$ cat src/rtl/hr_beat_scheduler.sv
// Heart-rate beat scheduler.
// Measures the R-R interval in ms ticks, rejects beats inside the refractory
// window, launches the external 60000/interval divider and publishes the
// instantaneous and 4-beat averaged heart rate. Flags asystole and divider
// timeouts.
//
// state      | meaning
// -----------+-----------------------------------------------------------
// WAIT_FIRST | idle; the next beat edge only starts an interval
// MEASURE    | counting ticks since the last accepted beat
// LAUNCH     | one-cycle divider start pulse
// WAIT_DIV   | waiting for div_done or the timeout; one beat may queue
module hr_beat_scheduler #(
  parameter int MIN_INTERVAL = 250,
  parameter int MAX_INTERVAL = 3000,
  parameter int DIV_TIMEOUT  = 1023
) (
  input  logic        qzt_clk,
  input  logic        rst_n,
  input  logic        tick_ms,
  input  logic        beat,
  output logic        div_start,
  output logic [15:0] div_divisor,
  input  logic        div_done,
  input  logic [15:0] div_quot,
  output logic [15:0] hr,
  output logic [15:0] hr_avg,
  output logic        hr_valid,
  output logic        beat_reject,
  output logic        asystole,
  output logic        err_div
);

  localparam int TW = $clog2(DIV_TIMEOUT + 1);
  localparam logic [15:0] MIN_IVL = 16'(MIN_INTERVAL);
  localparam logic [15:0] MAX_IVL = 16'(MAX_INTERVAL);
  localparam logic [TW-1:0] TO_LAST = TW'(DIV_TIMEOUT - 1);

  typedef enum logic [1:0] {
    WAIT_FIRST = 2'd0,
    MEASURE    = 2'd1,
    LAUNCH     = 2'd2,
    WAIT_DIV   = 2'd3
  } state_t;

  state_t state, state_nx;

  logic [15:0]   ivl;
  logic [TW-1:0] tcnt;
  logic          beat_d;
  logic          pending;
  logic [15:0]   hist [4];
  logic          hist_empty;

  logic          beat_e;
  logic          evt;
  logic          first_beat;
  logic          accept;
  logic          reject_now;
  logic          set_pending;
  logic          clr_pending;
  logic          asys_now;
  logic          div_ok;
  logic          div_to;
  logic [15:0]   hist_nx [4];
  logic [17:0]   sum_nx;

  assign beat_e = beat & ~beat_d;
  // A beat queued during the division is evaluated as if it arrived now.
  assign evt    = beat_e | pending;

  // State register.
  always_ff @(posedge qzt_clk or negedge rst_n) begin
    if (!rst_n) state <= WAIT_FIRST;
    else        state <= state_nx;
  end

  // Next-state and per-cycle control decode.
  always_comb begin
    state_nx    = state;
    first_beat  = 1'b0;
    accept      = 1'b0;
    reject_now  = 1'b0;
    set_pending = 1'b0;
    clr_pending = 1'b0;
    asys_now    = 1'b0;
    div_ok      = 1'b0;
    div_to      = 1'b0;
    div_start   = 1'b0;
    case (state)
      WAIT_FIRST: begin
        if (beat_e) begin
          first_beat = 1'b1;
          state_nx   = MEASURE;
        end
      end
      MEASURE: begin
        clr_pending = pending;
        if (evt && ivl >= MIN_IVL) begin
          accept   = 1'b1;
          state_nx = LAUNCH;
        end else begin
          reject_now = evt;
          if (ivl >= MAX_IVL) begin
            asys_now = 1'b1;
            state_nx = WAIT_FIRST;
          end
        end
      end
      LAUNCH: begin
        div_start = 1'b1;
        state_nx  = WAIT_DIV;
        if (beat_e) begin
          if (pending) reject_now  = 1'b1;
          else         set_pending = 1'b1;
        end
      end
      WAIT_DIV: begin
        if (beat_e) begin
          if (pending) reject_now  = 1'b1;
          else         set_pending = 1'b1;
        end
        if (div_done) begin
          div_ok   = 1'b1;
          state_nx = MEASURE;
        end else if (tcnt == TO_LAST) begin
          div_to   = 1'b1;
          state_nx = MEASURE;
        end
      end
      default: state_nx = WAIT_FIRST;
    endcase
  end

  // History after shifting in the new result; an empty history is preloaded.
  always_comb begin
    for (int i = 0; i < 4; i++) hist_nx[i] = div_quot;
    if (!hist_empty) begin
      hist_nx[1] = hist[0];
      hist_nx[2] = hist[1];
      hist_nx[3] = hist[2];
    end
    sum_nx = 18'(hist_nx[0]) + 18'(hist_nx[1]) + 18'(hist_nx[2]) + 18'(hist_nx[3]);
  end

  // Beat edge register, interval counter and divider timeout counter.
  always_ff @(posedge qzt_clk or negedge rst_n) begin
    if (!rst_n) begin
      beat_d <= 1'b0;
      ivl    <= '0;
      tcnt   <= '0;
    end else begin
      beat_d <= beat;
      if (first_beat || accept)
        ivl <= '0;
      else if (state != WAIT_FIRST && tick_ms && ivl < MAX_IVL)
        ivl <= ivl + 16'd1;
      if (state == WAIT_DIV) tcnt <= tcnt + TW'(1);
      else                   tcnt <= '0;
    end
  end

  // Result history, published outputs and status flags.
  always_ff @(posedge qzt_clk or negedge rst_n) begin
    if (!rst_n) begin
      pending     <= 1'b0;
      hist_empty  <= 1'b1;
      for (int i = 0; i < 4; i++) hist[i] <= '0;
      div_divisor <= '0;
      hr          <= '0;
      hr_avg      <= '0;
      hr_valid    <= 1'b0;
      beat_reject <= 1'b0;
      asystole    <= 1'b0;
      err_div     <= 1'b0;
    end else begin
      hr_valid    <= div_ok;
      beat_reject <= reject_now;
      if (set_pending)      pending <= 1'b1;
      else if (clr_pending) pending <= 1'b0;
      if (accept) div_divisor <= ivl;
      if (first_beat) asystole <= 1'b0;
      if (asys_now) begin
        asystole   <= 1'b1;
        hr         <= '0;
        hr_avg     <= '0;
        hist_empty <= 1'b1;
      end
      if (div_ok) begin
        for (int i = 0; i < 4; i++) hist[i] <= hist_nx[i];
        hist_empty <= 1'b0;
        hr         <= div_quot;
        hr_avg     <= sum_nx[17:2];
        err_div    <= 1'b0;
      end
      if (div_to) err_div <= 1'b1;
    end
  end

endmodule

$ cat config.mk
export PLATFORM = sky130hd
export DESIGN_NAME = hr_beat_scheduler
export DESIGN_NICKNAME = d
export VERILOG_FILES = /design/src/rtl/hr_beat_scheduler.sv
export SDC_FILE = /design/constraint.sdc
export NUM_CORES = 1
export LEC_CHECK = 0
export ABC_AREA = 1
export CORE_ASPECT_RATIO = 1.2
export CORE_MARGIN = 5
export CORE_UTILIZATION = 50
export DETAILED_ROUTE_END_ITERATION = 10
export GPL_TIMING_DRIVEN = 0
export MAX_ROUTING_LAYER = met4
export PLACE_DENSITY = 0.83
export SYNTH_ARGS = -nofsm -noshare
export SYNTH_HDL_FRONTEND = slang
export SYNTH_SLANG_ARGS = --single-unit
$ cat constraint.sdc
create_clock -name qzt_clk -period 5.5 [get_ports qzt_clk]
set_input_delay 0.825 -clock qzt_clk [delete_from_list [all_inputs] [get_ports qzt_clk]]
set_output_delay 0.825 -clock qzt_clk [all_outputs]
set_load 0.03 [all_outputs]
==> results of run 1 <==
[routing by layer]
| layer | GRT usage, % | vias to the layer above | part of all wire (%) |
|---|---|---|---|
| li1 | - | 2986 | - |
| met3 | 4.57 | 39 | 5.8 |
| met1 | 27.5 | 3007 | 41 |
| met4 | 10.5 | 0 | 2.5 |
| met5 | - | - | 0 |
| met2 | 37.8 | 210 | 51 |
[power by group]
group | leakage, nW | internal (W) | switching [W]
Clock | 0.350 | 0.000934 | 0.000434
Combinational | 2.45 | 0.00120 | 0.00216
Sequential | 1.77 | 0.00127 | 0.000191
[critical path: cells and delay by family, from the launching register on]
kind / cells / cell delay [ns]
AO/OA/AOI/OAI: 1 / 0.19
AND/OR/NAND/NOR: 8 / 0.82
adder cells (fa/ha/maj): 3 / 1.50
flip-flops: 1 / 0.36
buffers and inverters: 5 / 1.40
[path summary, 6_finish.rpt]
path / to / slack [ns] / start / depth (start not counted)
max: hr_avg[7] / 1.11 / hist_empty / 17
min: hr[2] / 0.39 / rst_n / 1
max reg2reg: hr_avg[7] / 1.11 / hist_empty / 17
min reg2reg: hr[2] / 0.47 / hr[2] / 2
max in group asynchronous: hist_empty / 4.34 / rst_n / 2
min in group qzt_clk: hr[2] / 0.47 / hr[2] / 2
[state kept, by name, summed over array words and instances, names as in the netlist, 2 cells and up]
| signal | count |
|---|---|
| hist | 48 |
| state | 2 |
| hr | 16 |
| ivl | 16 |
| div_divisor | 16 |
| hr_avg | 16 |
| tcnt | 10 |
[per-stage QoR]
step	instances	worst slack (ns)	area (µm²)	util [%]	power, W
after global routing	1159	0.790	9000	62.7	0.00673
after global placement	1126	-1.50	8250	57.5	0.00468
after CTS	1159	1.21	9000	62.7	0.00618
after detailed placement	1127	1.23	8280	57.7	0.00478
after floorplan	878	2.02	7300	-	0.00386
final	1159	1.11	9000	62.7	0.00619
[logic make-up (layout without fill, tap and decap cells)]
| group | Yosys count | after routing | synth area share (%) |
|---|---|---|---|
| AO/OA/AOI/OAI | 173 | 173 | 12.8 |
| XOR/XNOR | 4 | 4 | 0.480 |
| adder cells (fa/ha/maj) | 55 | 55 | 12.7 |
| buffers and inverters | 144 | 250 | 8.02 |
| flip-flops | 131 | 131 | 44.9 |
| AND/OR/NAND/NOR | 371 | 371 | 21.1 |
[final cells by class]
class	count	area (µm²)
buffer	26	140
clock buffer	20	467
clock inverter	12	250
fill	1148	5360
inverter	118	445
multi-input combinational	603	3440
sequential	131	3280
tap	175	219
timing repair buffer	74	759
[Yosys cell counts, drive strengths merged]
master	instances	area share (%)
nand2	268	14
dfrtp	130	45
inv	115	5.9
a21oi	83	5.9
o21ai	83	6.2
nor2	46	2.5
nand3	35	2.5
fa	32	8.8
ha	23	3.9
buf	19	1.6
nor3	11	0.82
clkbuf	7	0.36
xor2	4	0.48
clkinv	3	0.15
nand3b	3	0.48
nand4	3	0.26
nor4	3	0.26
o21a	2	0.21
a211oi	1	0.10
a21boi	1	0.10
a21o	1	0.10
a221oi	1	0.12
and3	1	0.086
dfstp	1	0.36
o21bai	1	0.10
or2	1	0.086
[cell usage in the layout, fill, tap and decap left out, types with 3 or more instances in the layout]
cell / count
ha_1: 23
nand2_2: 4
o21ai_0: 72
clkinv_1: 3
fa_1: 32
inv_1: 109
o21ai_2: 9
buf_1: 5
nor4_1: 3
buf_6: 5
nor2_2: 3
xor2_1: 4
clkbuf_16: 17
inv_2: 5
nor2_1: 43
clkbuf_8: 3
dfrtp_1: 130
nand3_1: 33
clkinv_4: 4
clkdlybuf4s50_1: 72
buf_2: 10
a21oi_1: 81
nand2_1: 262
nand4_1: 3
clkbuf_1: 7
nor3_1: 10
bufinv_16: 7
==> impl_metrics.csv, run 1 <==
group,metric,value,unit
route,first_iter_violations,400,
flow_run,drv_cap,0,
synth,synth_cells,878,
die,die_w,120,µm
sta,fin_skew,0.00727,ns
setup_path,required,5.81,ns
clocking,clk_pin_slew_worst_paths,0.06,ns
power_and_ir_drop,power_per_cell_area,688,nW/µm²
sta,fin_crit,4.39,ns
die,num_rows,48,
setup_path,cp_common_cell,"nand3_1",
die,io-pin-count,74,
synth,yosysSeqAreaShare,44.9,%
clocking,ctsResizeCount,0,
setup_path,crit_chain,"buf_2 -> inv_2 -> clkbuf_1 -> buf_1 -> a21oi_1 -> fa_1 -> fa_1 -> inv_1 -> fa_1 -> nand3_1 -> nand3_1 -> nand2_1 -> nand2_1 -> nand3_1 -> nand3b_1 -> nand3_1 -> nand2_1",
power_and_ir_drop,ir_worst_vdd,0.304,mV
clocking,root_buffer,"clkbuf_16",
route,drtPass1Iterations,5,
die,start_util,50.9,%
route,drc_errors,0,
clocking,cts_max_level,4,
clocking,clock_sinks,131,
hold_path,hold_path_class,"in2async",
clocking,cts_hold_buf,0,
sta,final_hold_viol_count,0,
sta,relSlewSlack,57.9,%
global_routing,grt_max_degree,69,
die,die_area,17100,µm²
synth,syn_area,7300,µm²
synth,synth-seq-cells,131,
placement,io_buffers,73,
setup_path,start_kind,"flip-flop",
sta,tightest_slew,0.632,ns
layout,fin_nets,1047,
power_and_ir_drop,p_leak,4.58,nW
global_routing,grt_overflow,0,
sta,grt_setup_unrepaired,"false",
setup_path,worstSetupPathType,"reg2reg",
sta,timing.setup.tns,0,ns
route,wl,17900,µm
route,vias,6242,
synth,syn_nets,954,
setup_path,crit_path_end_kind,"flip-flop",
clocking,numCtsBuffers,17,
die,dieHeight,142,µm
placement,place.gp.congestion,0.950,
global_routing,antenna_found_initial,0,
setup_path,cpPeakStageDelay,0.56,ns
synth,synthDistinctLibCells,40,
setup_path,crit_path_max_fanout,10,
clocking,clock_path_buffers,2,
clocking,clk_latency,0.42,ns
route,avgViaCountPerCell,5.39,
clocking,post-cts-setup-buffer-count,0,
synth,synth_warnings,0,
outcome,status,"finished clean",
clocking,tritoncts,"yes",
layout,layout-drive-gt1-share,8.13,%
setup_path,crit_arrival,4.70,ns
sta,finalCritPeriodShare,79.9,%
sta,slew_violations,0,
sta,max_clock_freq,228,MHz
global_routing,grt_pass1_vias,6393,
synth,avgSynthCellArea,8.32,µm²
route,post_drt_wl_per_cell,15.5,µm
layout,syn_to_final_growth,23.2,%
die,core,14400,µm²
sta,setup_viol,0,
layout,n_antenna_cell,0,
route,ant_nets,0,
setup_path,slowest_stage,"buf_1",
placement,dp_hpwl,13000,µm
sta,holdWs,0.394,ns
global_routing,track_usage,23.0,%
global_routing,grt_pass1_wl,30400,µm
Power figures use the tool's default switching activity.
==> inputs of run 2 (changes only) <==
Settings changed: PLACE_DENSITY 0.83 to 0.85.
Clock period 5.5 ns to 3.7 ns, I/O delays scaled along.
==> run 2 against run 1 <==
Compared with the run above: clock skew is 0.0014 ns higher; routed wire length grew 6.6%; total power rose by 56%; maximum frequency rose by 24%; sequential power rose by 52%; combinational power rose by 66%; worst setup slack worse by 0.96 ns; sequential share of layout area shrank 0.75 points; hold slack got worse by 0.32 ns; via count is 2.0% higher; register-to-register slack worse by 0.96 ns.
==> impl_metrics.csv, run 2 (synthesis results as in run 1) <==
group,metric,value,unit
clocking,tritoncts,"yes",
sta,relSlewSlack,55.3,%
setup_path,reg2reg_depth,18,
setup_path,crit_path_end_kind,"flip-flop",
die,num_rows,48,
layout,largest_reg_flops,48,
setup_path,crit_arrival,3.86,ns
clocking,clk_latency,0.43,ns
route,first_iter_violations,569,
setup_path,startpoint,"hist_empty",
setup_path,reg2reg_slack,0.15,ns
clocking,root_buffer,"clkbuf_16",
placement,dp_hpwl,13000,µm
route,avgViaCountPerCell,5.48,
sta,worst_slack,0.149,ns
die,core,14400,µm²
global_routing,grt_pass1_wl,30900,µm
setup_path,required,4.01,ns
global_routing,grt_pass1_vias,6578,
sta,final_hold_viol_count,0,
placement,place.gp.congestion,0.931,
sta,tightest_slew,0.670,ns
placement,placed_cells,1127,
layout,syn_to_final_growth,25.8,%
clocking,clock_sinks,131,
route,post_drt_wl_per_cell,16.5,µm
sta,fin_crit,3.55,ns
layout,n_antenna_cell,0,
route,ant_nets,0,
sta,fin_skew,0.00864,ns
layout,multi_input_area,3640,µm²
route,vias,6364,
setup_path,crit_path_max_fanout,10,
placement,dp_slack,-0.671,ns
hold_path,hold_path_class,"in2async",
layout,fin_nets,1049,
global_routing,grt_overflow,0,
layout,instances_no_fill,1161,
route,wl_met2,9900,µm
route,routed.top_layer,"met4",
die,dieHeight,142,µm
die,start_util,50.9,%
die,die_area,17100,µm²
sta,setup_viol,0,
clocking,cts_max_level,4,
outcome,status,"finished clean",
sta,max_clock_freq,282,MHz
layout,layout-drive-gt1-share,12.0,%
placement,io_buffers,73,
flow_run,drv_cap,0,
setup_path,r2r_start,"hist_empty",
clocking,clock_path_buffers,2,
layout,regMostFlops,"hist",
clocking,cts_hold_buf,0,
sta,finalCritPeriodShare,96.0,%
global_routing,grt_max_degree,79,
clocking,numCtsBuffers,17,
route,wl,19100,µm
power_and_ir_drop,ir_worst_vdd,0.543,mV
route,drtPass1Iterations,5,
route,wl_met1,7360,µm
die,io-pin-count,74,
route,dr_wl_met3,1250,µm
layout,final_common_cell,"nand2_1",
power_and_ir_drop,p_leak,4.57,nW
clocking,clk_pin_slew_worst_paths,0.06,ns
setup_path,reg2reg_to,"hr_avg[15]",
setup_path,worstSetupPathType,"reg2reg",
layout,fillers,1089,
global_routing,antenna_found_initial,0,
route,drc_errors,0,
power_and_ir_drop,power_per_cell_area,1050,nW/µm²
die,die_w,120,µm
layout,final_cell_mix,"nand2_1, dfrtp_1, inv_1",
sta,slew_violations,0,
setup_path,start_kind,"flip-flop",
layout,regArea,3280,µm²
global_routing,track_usage,23.4,%
## run 2: worst max path at each step
stage,to,cells after the start
after floorplan,hr_avg[13],17
after global placement,ivl[5],1
after detailed placement,hr_avg[13],20
after CTS,hr_avg[13],16
after global routing,hr_avg[13],19
final,hr_avg[15],18
## run 2: final cells by class
type	instances	share of cell area (%)
inverters	118	4.85
clock buffers	20	4.75
plain buffers	24	1.76
well taps	175	2.38
flip-flops and latches	131	35.7
multi-input cells	603	39.6
repair buffers	78	8.73
clock inverters	12	2.22
## run 2: power by group
group	switching (W)	total, W	internal, W
registers	0.000326	0.00222	0.00189
logic	0.00349	0.00559	0.00209
clock network	0.000652	0.00185	0.00120
## run 2: worst max-delay path: stages, from the launching register on
cell and delay (ns):
dfstp_2 0.58, inv_2 0.07, buf_4 0.19, buf_8 0.17, a21oi_4 0.14, fa_1 0.43, inv_1 0.09, fa_1 0.43
inv_2 0.10, nor3_4 0.05, fa_2 0.40, nand3_1 0.11, nand3_2 0.10, nand3_1 0.09, nand3_1 0.14, nand2_1 0.09
nand3b_1 0.11, nand2_1 0.08, nand2_1 0.05
## run 2: stage by stage
step                setup TNS (ns)  utilization (%)  power (W)  hold WS (ns)  cell area [µm²]
global route               -0.0164             64.0     0.0104         0.114             9190
detailed placement           -7.78             57.7    0.00710         0.458             8280
CTS                              0             62.7    0.00913        0.0887             9000
finish                           0             64.0    0.00965        0.0709             9190
global placement           -397.07             57.5    0.00697         0.452             8250
floorplan                        0                -    0.00573         0.259             7300
## run 2: layer usage
metal | track usage, % | vias up
li1 | - | 2989
met5 | - | -
met1 | 27.2 | 3063
met3 | 4.93 | 64
met4 | 9.49 | 0
met2 | 39.7 | 248
## run 2: timing repair
item,CTS,global route
resized for setup,19,44
pin swaps,0,6
endpoints found under the setup margin,16,13
gates cloned,0,0
buffers inserted,2,2
